File: src/rtl/memcheck_pkg.sv
// Shared types and constants for the memcheck stream checker.
package memcheck_pkg;

  typedef enum logic {
    IDLE = 1'b0,
    RUN  = 1'b1
  } state_e;

  localparam logic [31:0] NO_ERR_IDX = 32'hFFFF_FFFF;

endpackage

File: src/rtl/byte_mismatch_cnt.sv
// Combinational count of byte lanes in a beat that differ from a pattern byte.
module byte_mismatch_cnt #(
  parameter int DATA_WIDTH = 512,
  parameter int MW = $clog2(DATA_WIDTH/8) + 1
) (
  input  logic [DATA_WIDTH-1:0] beat_i,
  input  logic [7:0]            pat_i,
  output logic [MW-1:0]         cnt_o
);

  localparam int NB = DATA_WIDTH / 8;

  always_comb begin
    cnt_o = '0;
    for (int i = 0; i < NB; i++) begin
      cnt_o = cnt_o + MW'(beat_i[i*8 +: 8] != pat_i);
    end
  end

endmodule

File: src/rtl/memcheck_stream.sv
// Streaming memory checker: compares each beat against a pattern byte.
// Optional first-mismatch index tracking: MEMCHECK_FIRST_ERR_EN.
module memcheck_stream
  import memcheck_pkg::*;
#(
  parameter int DATA_WIDTH = 512,
  parameter int CNT_WIDTH  = 32
) (
  input  logic                  clk,
  input  logic                  rst,
  input  logic                  ext_data_i_valid,
  output logic                  ext_data_i_ready,
  input  logic [DATA_WIDTH-1:0] ext_data_i_bits,
  input  logic [31:0]           ext_csr_i_0,
  input  logic [31:0]           ext_csr_i_1,
  input  logic                  ext_start_i,
  output logic                  ext_busy_o,
  output logic                  ext_done_o,
  output logic [31:0]           ext_csr_o_0,
  output logic [31:0]           ext_csr_o_1
);

  localparam int MW = $clog2(DATA_WIDTH/8) + 1;

  state_e               state_q, state_d;
  logic [7:0]           pat_q, pat_d;
  logic [CNT_WIDTH-1:0] cnt_q, cnt_d;
  logic [CNT_WIDTH-1:0] idx_q, idx_d;
  logic [CNT_WIDTH-1:0] err_q, err_d;
  logic                 done_q, done_d;

  logic [MW-1:0]        mm;
  logic [CNT_WIDTH:0]   sum;
  logic [CNT_WIDTH-1:0] cnt_in;
  logic                 acc;
  logic                 last;
  logic                 start_ok;
  logic                 unused_csr;

  byte_mismatch_cnt #(
    .DATA_WIDTH(DATA_WIDTH),
    .MW        (MW)
  ) u_mm (
    .beat_i(ext_data_i_bits),
    .pat_i (pat_q),
    .cnt_o (mm)
  );

  assign unused_csr       = ^{ext_csr_i_0, ext_csr_i_1};
  assign cnt_in           = ext_csr_i_1[CNT_WIDTH-1:0];
  assign ext_data_i_ready = (state_q == RUN);
  assign ext_busy_o       = (state_q == RUN);
  assign ext_done_o       = done_q;
  assign ext_csr_o_0      = 32'(err_q);
  assign acc              = ext_data_i_valid && ext_data_i_ready;
  assign last             = (idx_q == cnt_q - CNT_WIDTH'(1));
  assign start_ok         = (state_q == IDLE) && ext_start_i;
  // One extra bit catches overflow for saturation
  assign sum              = {1'b0, err_q} + (CNT_WIDTH+1)'(mm);

  always_comb begin
    state_d = state_q;
    pat_d   = pat_q;
    cnt_d   = cnt_q;
    idx_d   = idx_q;
    err_d   = err_q;
    done_d  = 1'b0;
    unique case (state_q)
      IDLE: begin
        if (ext_start_i) begin
          err_d = '0;
          idx_d = '0;
          if (cnt_in == '0) begin
            done_d = 1'b1;
          end else begin
            pat_d   = ext_csr_i_0[7:0];
            cnt_d   = cnt_in;
            state_d = RUN;
          end
        end
      end
      RUN: begin
        if (acc) begin
          err_d = sum[CNT_WIDTH] ? '1 : sum[CNT_WIDTH-1:0];
          idx_d = idx_q + CNT_WIDTH'(1);
          if (last) begin
            state_d = IDLE;
            done_d  = 1'b1;
          end
        end
      end
      default: ;
    endcase
  end

  always_ff @(posedge clk or posedge rst) begin
    if (rst) begin
      state_q <= IDLE;
      pat_q   <= '0;
      cnt_q   <= '0;
      idx_q   <= '0;
      err_q   <= '0;
      done_q  <= 1'b0;
    end else begin
      state_q <= state_d;
      pat_q   <= pat_d;
      cnt_q   <= cnt_d;
      idx_q   <= idx_d;
      err_q   <= err_d;
      done_q  <= done_d;
    end
  end

`ifdef MEMCHECK_FIRST_ERR_EN
  logic [31:0] first_q, first_d;

  always_comb begin
    first_d = first_q;
    if (start_ok) begin
      first_d = NO_ERR_IDX;
    end else if (acc && (mm != '0) && (first_q == NO_ERR_IDX)) begin
      first_d = 32'(idx_q);
    end
  end

  always_ff @(posedge clk or posedge rst) begin
    if (rst) begin
      first_q <= NO_ERR_IDX;
    end else begin
      first_q <= first_d;
    end
  end

  assign ext_csr_o_1 = first_q;
`else
  logic unused_start;
  assign unused_start = start_ok;
  assign ext_csr_o_1  = NO_ERR_IDX;
`endif

endmodule

File: config.mk
export PLATFORM = sky130hd
export DESIGN_NAME = memcheck_stream
export DESIGN_NICKNAME = d
export VERILOG_FILES = /design/src/rtl/memcheck_pkg.sv /design/src/rtl/byte_mismatch_cnt.sv /design/src/rtl/memcheck_stream.sv
export SDC_FILE = /design/constraint.sdc
export NUM_CORES = 1
export LEC_CHECK = 0
export ABC_AREA = 1
export BUFFER_PORTS_ARGS = -buffer_cell sky130_fd_sc_hd__buf_2
export CAP_MARGIN = 10
export CORE_AREA = 5 5 252 254
export CTS_BUF_LIST = sky130_fd_sc_hd__clkbuf_4
export DETAILED_ROUTE_END_ITERATION = 16
export DIE_AREA = 0 0 257 259
export HOLD_SLACK_MARGIN = 0.06
export PLACE_DENSITY_LB_ADDON = 0.08
export SKIP_LAST_GASP = 1
export SLEW_MARGIN = 5
export SYNTH_ARGS = -nofsm -noshare
export SYNTH_HDL_FRONTEND = slang
export SYNTH_HIERARCHICAL = 1
export SYNTH_SLANG_ARGS = --single-unit
File: constraint.sdc
create_clock -name clk -period 9.9 [get_ports clk]
set_clock_uncertainty 0.15 [all_clocks]
set_input_delay 0.99 -clock clk [delete_from_list [all_inputs] [get_ports clk]]
set_output_delay 0.99 -clock clk [all_outputs]
set_load 0.05 [all_outputs]
# Word-level counts from Yosys, hierarchy flattened
# Index checks and enable logic that the tools add are counted.
# totals
elab_cells	161
in_bits	580
reg_bits	106
rom_bits	0
ramBits	0
memories	0
latch_bits	0
# op_classes
n_mul	0
n_lt_le_gt_ge	0
n_div	0
n_eq_ne	67
n_reduce_logical	4
n_mux	16
shifts	0
n_addsub	66
bitwise	2
# op_table
operator	n
8-bit inequality test	64
7-bit by 1-bit adder with 7-bit output	62
32-bit two-way mux	4
32-bit case mux with 2 select lines	2
32-bit by 7-bit adder with 33-bit output	1
32-bit by 1-bit adder with 32-bit output (second input constant)	1
32-bit == test	1
32-bit logical NOT	1
32-bit by 1-bit subtractor with 32-bit output (second input constant)	1
1-bit two-way mux	8
1-bit case mux with 2 select lines	2
3-bit AND reduction	1
1-bit by 1-bit adder with 2-bit output	1
2-bit by 1-bit inequality test with 1-bit output (second input constant)	1
2-bit inequality test (second input constant)	1
1-bit NOT	2
2-bit AND reduction	1
1-bit logical AND	1

# Depth between registers and ports, before layout
# Gate-level depths: netlist of the first run.
# logic_depth
word_depth	68
mapped_depth	39
ltp_nobuf	38

# Cells and area by module
# The synthesis of the first run kept the hierarchy.
# modules_own_cells
module	cells_per_inst	area_each_um2	seq_area_each_um2	n_inst
byte_mismatch_cnt	1419	8842.2	0.0	1
memcheck_stream	1022	7159.4	2652.5	1

# Least setup slack after synthesis of the first run
# Ideal clock, no wire load.
# synth_timing
kind	input to register
start	input ext_data_i_bits[1]
end	register err_q[23] (netlist: ext_csr_o_0[23])
slack_ns	1.253
cell_stages	30
n_path_buf	0
t_arrival_ns	8.379
cell_sequence	xnor2_1 > nand2_1 > nor2_1 > nand2_1 > fa_1 > fa_1 > fa_1 > fa_1 > fa_1 > fa_1 > fa_1 > fa_1 > inv_1 > fa_1 > inv_1 > ha_1 > fa_1 > nand3_1 > nand2_1 > xor2_1 > ha_1 > a21oi_1 > o21ai_0 > a21oi_1 > nor2_4 > nand2_1 > nor3_1 > nand3b_1 > nand2_1 > nand2_1
# synth_between
elab_chain_cells	68
# synth_rtl
element	line	text
from (decl)	memcheck_stream.sv:13	input logic [DATA_WIDTH-1:0] ext_data_i_bits,
8-bit inequality test	byte_mismatch_cnt.sv:16	cnt_o = cnt_o + MW'(beat_i[i*8 +: 8] != pat_i);
1-bit by 1-bit adder with 2-bit output	byte_mismatch_cnt.sv:16	
7-bit by 1-bit adder with 7-bit output (62 in series)	byte_mismatch_cnt.sv:16	
net mm[4]	memcheck_stream.sv:32	logic [MW-1:0] mm;
32-bit by 7-bit adder with 33-bit output	memcheck_stream.sv:59	assign sum = {1'b0, err_q} + (CNT_WIDTH+1)'(mm);
32-bit two-way mux	memcheck_stream.sv:84	err_d = sum[CNT_WIDTH] ? '1 : sum[CNT_WIDTH-1:0];
32-bit two-way mux	memcheck_stream.sv:83	if (acc) begin
32-bit case mux with 2 select lines	memcheck_stream.sv:68	unique case (state_q)
to (signal assigned)	memcheck_stream.sv:109	err_q <= err_d;
to (decl)	memcheck_stream.sv:29	logic [CNT_WIDTH-1:0] err_q, err_d;
# The timed path passes the listed nets, and every way through them passes these cells. The select of a mux whose other input is x is not followed.
# A chain may end at the register's enable or synchronous reset.

# Final worst setup path of the first run
# layout_timing
start	register pat_q[6]
end	register err_q[17] (netlist: ext_csr_o_0[17])
# layout_between
elab_chain_cells	68
elab_cells_between_ends	131
cone_classes	64 x add/sub; 64 x eq/ne; 3 x mux
# layout_rtl
element	line	text
from (decl)	memcheck_stream.sv:26	logic [7:0] pat_q, pat_d;
from (signal assigned)	memcheck_stream.sv:106	pat_q <= pat_d;
8-bit inequality test	byte_mismatch_cnt.sv:16	
1-bit by 1-bit adder with 2-bit output	byte_mismatch_cnt.sv:16	
7-bit by 1-bit adder with 7-bit output (61 in series)	byte_mismatch_cnt.sv:16	
7-bit by 1-bit adder with 7-bit output (*)	byte_mismatch_cnt.sv:16	
net mm[4]	memcheck_stream.sv:32	
32-bit by 7-bit adder with 33-bit output (*)	memcheck_stream.sv:59	
32-bit two-way mux (*)	memcheck_stream.sv:84	
32-bit two-way mux (*)	memcheck_stream.sv:83	
32-bit case mux with 2 select lines (*)	memcheck_stream.sv:68	
# The timed path passes the listed nets; every way through them passes the cells marked *. The select of a mux whose other input is x is not followed.

==> results of run 1 <==
-- critical path: cells and delay by family (launching register included) --
kind                       cells  cell delay (ps)
DFF                            1              620
xor gates and xnor gates       2              330
AOI/OAI and AO/OA              5              660
adders and majority gates     12             5790
and+or+nand+nor                9             1110
buffers and inverters          3              340
-- synth_stat cells, types with 2 or more instances --
library cell  number
o21a_1             2
inv_2              5
clkinv_1           2
xnor2_1          360
o21bai_1           4
a31oi_1            2
buf_2             11
a21oi_1           21
o21ai_0           94
a211oi_1           2
nor2_1           302
nor4_1             2
fa_1              55
nor2_4             3
nand2_2            4
buf_6             34
nand3b_1           8
nand4_1           35
ha_1              25
or2_2              2
xor2_1           122
nand3_1           73
buf_4             51
nor2_2             5
mux2i_1            2
dfrtp_1          106
nand2_1          782
clkbuf_1          18
o22ai_1            2
inv_1            268
nor3_1            21
-- through the flow --
step	setup slack (ps)	utilization	instances	total power [mW]
after floorplan	1253	-	2472	2.822
after global placement	379.2	0.3203	3769	3.570
after detailed placement	419.1	0.3203	3769	3.573
after CTS	659.2	0.3224	3785	3.834
after global routing	111.8	0.3229	3790	4.174
final	716.3	0.3230	3794	3.782
-- metal layers --
| layer | track usage | up-vias |
|---|---|---|
| li1 | - | 8407 |
| met5 | 0 | - |
| met4 | 0.02446 | 8 |
| met3 | 0.03716 | 37 |
| met2 | 0.3784 | 428 |
| met1 | 0.2782 | 7731 |
-- sequential cells by signal (all words and copies together), names as in the netlist --
name         flops
cnt_q           32
ext_busy_o       1
ext_csr_o_0     32
ext_done_o       1
idx_q           32
pat_q            8
-- final cells by class --
cell class | instances | area (µm²) | share of cell area
Multi-Input combinational cell | 1976 | 11550 | 0.5858
Timing Repair Buffer | 623 | 3313 | 0.1681
Sequential cell | 106 | 2683 | 0.1361
Inverter | 275 | 1035 | 0.05249
Tap cell | 790 | 988.4 | 0.05014
Clock buffer | 9 | 67.56 | 0.003427
Clock inverter | 7 | 58.81 | 0.002983
Antenna cell | 8 | 20.02 | 0.001015
-- power breakdown --
part | internal (mW) | switching [mW]
Combinational | 1.12 | 1.66
Sequential | 0.537 | 0.230
Clock | 0.0567 | 0.177
-- logic make-up after synthesis --
logic type / after synthesis / synth area share
AO/OA/AOI/OAI: 136 / 0.04645
XOR/XNOR: 483 / 0.2652
adder cells (fa/ha/maj): 80 / 0.08836
buffers and inverters: 390 / 0.1203
flip-flops: 106 / 0.1658
multiplexers: 3 / 0.001955
other: 1 / 0.0002344
AND/OR/NAND/NOR: 1242 / 0.3118
-- worst max path at each step --
stage	start	end	slack, ps	cells past startpoint
floorplan	ext_data_i_bits[1]	ext_csr_o_0[23]	1250	30
global placement	ext_data_i_bits[6]	ext_csr_o_0[17]	380	31
detailed placement	ext_data_i_bits[6]	ext_csr_o_0[17]	420	31
CTS	pat_q[6]	ext_csr_o_0[17]	660	31
global route	pat_q[6]	ext_csr_o_0[15]	110	30
finish	pat_q[6]	ext_csr_o_0[17]	720	31
==> summary.txt, run 1 <==
Post-CTS sizing = 0
Commonest non-fill, non-tap cell in the layout = nand2_1
CTS Sinks = 106
Synth area leaders = xnor2_1 20%, nand2_1 18%, dfrtp_1 17%
Maxcap violations = 0
Drt drc = 0
Static Leak = 9.882 nW
Setup-failing EPs final = 0
First-pass GRT wire length = 107,700 µm
Clk root buf = clkbuf_4
Worst hold path class = in -> async
Grt ovf = 0
Most common cell on crit path = fa_1
Min cycle time layout = 9184 ps
Initial Utilization = 0.2622
Die area = 66,560 µm²
Hold Fails Final Rpt = 0
Fin. max-slew vios = 0
Ys async rst share = 1.000
Register area share after synthesis = 0.1658
Hold Slack = 307.5 ps
Reg-to-reg startpoint = pat_q[6]
Die Ht = 259 µm
Mean area per synthesized cell = 6.555 µm²
Met2 routed WL = 37,120 µm
Library cells used by synthesis = 49
Top Ports = 647
Status = complete, no violations
Vias in the first global route = 16,270
Cell count after synthesis = 2,441
# hold bufs at CTS = 0
Site row count = 91
Cell Area, Synth = 16,000 µm²
Via count = 16,610
Layout cells sized above 1 = 0.2260
Max incr delay on CP = 620 ps
Reg clk slew, reported paths = 200 ps
Core Area = 61,030 µm²
Crit path DAT = 9420 ps
Worst slew pin tran = 971.5 ps
Initial DRC Count = 744
Max Clk Rate = 108.9 MHz
Clock latency on the worst-skew pair = 530 ps
DR vias/cell = 4.378
Total Wirelength = 74,430 µm
Final ANT Viol Nets = 0
R2R cell count = 31
Pin count of the biggest net entering global routing = 73
Synthesis-to-layout area growth = 23.20%
Worst vdd ir = 0.0001133 V
Design area = 19,710 µm²
DP HPWL = 62,340 µm
RSZ-0062 raised after global routing = no
IO buf count = 590
Power density over the cells = 191.8 nW/µm²
Top Metal Used = met5
Register-to-register setup slack = 720 ps
Instance area at placement = 19,550 µm²
Top_reg_cell synth = dfrtp_1
GRT Overall Usage = 0.2124
Yosys reg bits = 106
Crit-path max FO = 10
Crit path kind = reg -> reg
1st-pass router iterations = 5
Yosys warns = 6
Fin crit share = 0.9276
Setup crit end kind = register
Layout filler cell count = 6,830
CTS tree = done
WL met1 = 32,900 µm
Routability Congestion = 0.9176
Most frequent cells in the layout = 781 x nand2_1, 590 x buf_2, 360 x xnor2_1
FF-to-FF End = ext_csr_o_0[17]
Initial antenna violation count = 18
Routed wl met3 = 3890 µm
Die X = 257 µm
H-tree Lvls = 3
Slew headroom = 0.3523
Post-CTS Setup Inserts = 0
CP required = 10,140 ps
Post-synth top area share = 0.1970
Setup crit start kind = register
Setup_tns = 0 ps
Fin nets = 3,651
Yosys top cell by area = xnor2_1
EDFF count, synth = 0
WL/cell = 19.62 µm
CP max stage cell = dfrtp_4
CTS Buf Count = 9
Clock Path Buffers = 2
(Power assumes the default switching activity.)
==> run 2: changes to the inputs <==
Settings changed: RECOVER_POWER from default to 25.
==> summary.txt, run 2 (synthesized netlist as in run 1, its figures left out) <==
Static Leak = 9.867 nW
Synthesis-to-layout area growth = 23.09%
Post-CTS sizing = 0
Hold Fails Final Rpt = 0
Maxcap violations = 3
Area of the multi-input gates = 11,540 µm²
Site row count = 91
IO buf count = 590
CP max stage cell = dfrtp_4
Setup crit start kind = register
H-tree Lvls = 3
Post-CTS Setup Inserts = 0
Total Wirelength = 74,530 µm
1st-pass router iterations = 5
RSZ-0062 raised after global routing = no
Setup_tns = 0 ps
Setup-failing EPs final = 0
Initial antenna violation count = 18
WL/cell = 19.65 µm
Die area = 66,560 µm²
Layout filler cell count = 6,834
Worst vdd ir = 0.0001133 V
Clock Path Buffers = 2
Power density over the cells = 192.1 nW/µm²
Slew headroom = -1.751
Worst hold path class = reg -> reg
CP required = 10,140 ps
Die Ht = 259 µm
Routability Congestion = 0.9176
Setup crit end kind = register
Min cycle time layout = 9230 ps
Most common cell on crit path = fa_1
Drt drc = 0
Core Area = 61,030 µm²
Total Power = 3.783 mW
Failing checks = max-capacitance violations, max-slew violations
Layout cells sized above 1 = 0.2243
Fin crit share = 0.9323
CTS Sinks = 106
Max Clk Rate = 108.3 MHz
CTS Buf Count = 9
Fin. max-slew vios = 152
Grt ovf = 0
Most frequent cells in the layout = 782 x nand2_1, 590 x buf_2, 360 x xnor2_1
Vias in the first global route = 16,270
FF+latch area = 2683 µm²
Crit-path max FO = 10
Initial Utilization = 0.2622
Final ANT Viol Nets = 0
DP HPWL = 62,340 µm
CTS tree = done
Clk root buf = clkbuf_4
# hold bufs at CTS = 0
First-pass GRT wire length = 107,700 µm
Crit path kind = reg -> reg
Die X = 257 µm
Max incr delay on CP = 620 ps
Fin nets = 3,651
Commonest non-fill, non-tap cell in the layout = nand2_1
Worst slew pin tran = 4127 ps
Reg clk slew, reported paths = 200 ps
Initial DRC Count = 779
Top Ports = 647
GRT Overall Usage = 0.2124
Crit path DAT = 9470 ps
DR vias/cell = 4.379
Via count = 16,610
Clock latency on the worst-skew pair = 530 ps
Status = complete, but fails checks
Pin count of the biggest net entering global routing = 73
==> run 2: layout make-up <==
class	instances	share of cell area
Antenna cell	8	0.001016
Clock buffer	9	0.003430
Clock inverter	7	0.002986
Inverter	275	0.05247
Multi-Input combinational cell	1976	0.5861
Sequential cell	106	0.1362
Tap cell	790	0.05018
Timing Repair Buffer	623	0.1676
==> run 2: metrics by stage <==
step / setup slack, ps / instance area, µm² / hold slack (ps) / util / std cells
2_1_floorplan: 1253 / 16120 / 293.1 / - / 2472
3_3_place_gp: 379.2 / 19550 / 350.6 / 0.3203 / 3769
3_5_place_dp: 419.1 / 19550 / 359.7 / 0.3203 / 3769
4_1_cts: 659.2 / 19670 / 279.8 / 0.3224 / 3785
5_1_grt: 81.67 / 19690 / 412.6 / 0.3226 / 3790
6_report: 670.3 / 19700 / 398.5 / 0.3227 / 3794
==> run 2: final timing paths <==
kind / start / to / slack, ps / cells after the start
max reg2reg: pat_q[6] / ext_csr_o_0[15] / 670 / 30
min: ext_csr_o_0[0] / ext_csr_o_0[0] / 400 / 2
max: pat_q[6] / ext_csr_o_0[15] / 670 / 30
max in group asynchronous: rst / cnt_q[7] / 4390 / 3
min reg2reg: ext_csr_o_0[0] / ext_csr_o_0[0] / 400 / 2
min in group asynchronous: rst / idx_q[11] / 690 / 2
==> run 2: per-layer routing <==
metal	routed length (µm)	GRT usage	up-vias
met2	37100	0.3784	421
met1	33090	0.2782	7741
met3	3841	0.03716	36
met5	65	0	-
met4	436	0.02446	10
li1	-	-	8406
==> run 2: report_power, final <==
part	total, mW	leakage [nW]	internal [mW]	switching [mW]
logic	2.78	8.42	1.12	1.67
clock network	0.232	0.0746	0.0567	0.176
registers	0.767	1.37	0.537	0.230
==> run 2: critical path, delay by kind of cell, from the launching register on <==
kind                     cells  cell delay, ps
buffers and inverters        3             340
flip-flops                   1             620
AND/OR/NAND/NOR              7             960
XOR/XNOR                     3             520
adder cells (fa/ha/maj)     12            5790
AO/OA/AOI/OAI                5             660
==> run 3: changes to the inputs <==
Settings changed: ABC_AREA 1 to default, CORE_AREA 5 5 252 254 to 5 5 246 248, DIE_AREA 0 0 257 259 to 0 0 251 253, SKIP_LAST_GASP 1 to default.
==> summary.txt, run 3 <==
Layout cells sized above 1 = 0.3483
Sw power = 1.942 mW
Hold Fails Final Rpt = 0
Yosys reg bits = 106
Design area = 18,140 µm²
Clock latency on the worst-skew pair = 510 ps
Synth area leaders = xor2_1 23%, dfrtp_1 19%, xnor2_1 12%
Library cells used by synthesis = 73
CTS tree = done
Setup_tns = 0 ps
Mean area per synthesized cell = 9.014 µm²
Most common cell on crit path = fa_1
Total Power = 3.858 mW
Drt drc = 0
Routability Congestion = 0.9153
WL/cell = 22.82 µm
Die X = 251 µm
Final ANT Viol Nets = 0
Hold Slack = 383.5 ps
CTS Sinks = 106
Worst slew pin tran = 3217 ps
Power density over the cells = 212.7 nW/µm²
Fin. max-slew vios = 69
Seq pwr share = 0.186
Crit-path max FO = 18
Switching portion of total power = 0.5034
Fin nets = 2,820
RSZ-0062 raised after global routing = no
Maxcap violations = 1
Core Area = 58,240 µm²
Commonest non-fill, non-tap cell in the layout = buf_2
Static Leak = 8.120 nW
Worst vdd ir = 0.0001936 V
Setup-failing EPs final = 0
Grt ovf = 0
Setup crit end kind = register
Die area = 63,500 µm²
CP required = 10,150 ps
Pin count of the biggest net entering global routing = 69
Worst hold path class = reg -> reg
Max incr delay on CP = 610 ps
Cell count after synthesis = 1,567
Yosys warns = 6
Yosys top cell by area = xor2_1
Via count = 13,380
Synthesis-to-layout area growth = 28.43%
Die Ht = 253 µm
Site row count = 89
CTS Buf Count = 9
Clock Path Buffers = 2
Initial DRC Count = 785
Top-count cell post-synth = xor2_1
Status = complete, but fails checks
Comb pwr share = 0.753
Top Ports = 647
Commonest cells in the synthesized netlist = 372 x xor2_1, 199 x xnor2_1, 106 x dfrtp_1, 106 x nor4_1, 97 x nand2_1
Min cycle time layout = 9538 ps
Cell Area, Synth = 14,120 µm²
Int Power = 1.916 mW
IO buf count = 590
Reg clk slew, reported paths = 170 ps
Vias in the first global route = 13,830
Ys async rst share = 1.000
Max Clk Rate = 104.8 MHz
CP max stage cell = dfrtp_4
Failing checks = max-capacitance violations, max-slew violations
Total Wirelength = 67,190 µm
Crit path kind = reg -> reg
Instance area at placement = 17,950 µm²
First-pass GRT wire length = 95,250 µm
Clock share of power = 0.061
Most frequent cells in the layout = 590 x buf_2, 372 x xor2_1, 199 x xnor2_1
Top_reg_cell synth = dfrtp_1
1st-pass router iterations = 4
H-tree Lvls = 3
DP HPWL = 55,690 µm
Fin crit share = 0.9634
Initial Utilization = 0.2425
Slew headroom = -1.156
GRT Overall Usage = 0.1988
EDFF count, synth = 0
Crit path DAT = 9790 ps
Setup crit start kind = register
DR vias/cell = 4.544
Post-synth top area share = 0.2307
# hold bufs at CTS = 0
Initial antenna violation count = 17
Register area share after synthesis = 0.1878
Clk root buf = clkbuf_4
-- run 3: changes by cell type in the layout (fill, tap and decap cells not counted), moves of 15 or more --
cell	previous run	this run
xor2_1	122	372
o21ai_0	94	26
nand2_1	782	97
nand3_1	73	37
mux2_2	1	42
inv_1	267	55
nand4_1	35	55
buf_4	21	65
nor4_1	2	103
xnor2_1	360	199
nor2_1	301	75
and3_1	0	15
-- run 3: final cells by class --
type / count / area [µm²]
antenna: 6 / 15.01
clock buffer: 9 / 67.56
clock inverter: 7 / 65.06
fill: 6308 / 40100
inverter: 56 / 211.5
multi-input combinational: 1323 / 10510
sequential: 106 / 2683
tap: 773 / 967.2
timing repair buffer: 664 / 3621
-- run 3: per-layer routing --
metal,routed length [µm],GRT usage,part of all wire,up-vias
li1,-,-,-,6463
met1,28700,0.2541,0.43,6458
met2,33360,0.3498,0.50,379
met3,4105,0.04468,0.061,63
met4,926,0.03353,0.014,16
met5,104,0,0.0015,-
-- run 3: worst paths after layout --
path                                from              end  slack, ps  cells past startpoint
worst min register to register  idx_q[9]         idx_q[9]        380                      1
min in group asynchronous            rst         pat_q[3]       1220                      2
max in group asynchronous            rst         pat_q[6]       6600                      3
worst min-delay path            idx_q[9]         idx_q[9]        380                      1
worst max register to register  pat_q[5]  ext_csr_o_0[17]        360                     28
worst max-delay path            pat_q[5]  ext_csr_o_0[17]        360                     28
-- run 3: kinds of logic (layout without fill, tap and decap cells) --
logic type / count (synthesis) / after routing / synth area share
XOR/XNOR: 571 / 571 / 0.3541
AND/OR/NAND/NOR: 463 / 463 / 0.1782
buffers and inverters: 169 / 736 / 0.07857
AO/OA/AOI/OAI: 120 / 120 / 0.05678
flip-flops: 106 / 106 / 0.1878
adder cells (fa/ha/maj): 80 / 80 / 0.1001
multiplexers: 57 / 57 / 0.04420
other: 1 / 38 / 0.0002655
-- run 3: worst max-delay path: cells and delay by family, from the launching register on --
| kind | cells | cell delay (ps) |
|---|---|---|
| adders and majority gates | 11 | 5350 |
| and+or+nand+nor | 5 | 1590 |
| AOI/OAI and AO/OA | 4 | 790 |
| buffers and inverters | 7 | 720 |
| DFF | 1 | 610 |
| xor gates and xnor gates | 1 | 170 |
-- run 3: repair_timing --
item	4_1_cts	5_1_grt
hold endpoints to repair	0	0
resized for setup	0	3
buffers inserted	0	3
endpoints found under the setup margin	0	14
-- run 3: stage by stage --
step                setup slack (ps)  std cells  utilization
global route                   19.37       2943       0.3114
detailed placement            -87.25       2919       0.3083
global placement              -248.0       2919       0.3083
finish                         362.5       2944       0.3115
floorplan                      654.2       1598            -
CTS                            222.5       2935       0.3105
-- run 3: power groups by stage --
| stage | Combinational, mW | Clock (mW) | Sequential [mW] |
|---|---|---|---|
| 5_1_grt | 3.16 | 0.266 | 0.738 |
| 2_1_floorplan | 1.99 | 0 | 0.683 |
| 4_1_cts | 2.91 | 0.256 | 0.731 |
| 6_report | 2.90 | 0.236 | 0.718 |
| 3_5_place_dp | 2.88 | 0 | 0.739 |
| 3_3_place_gp | 2.86 | 0 | 0.738 |
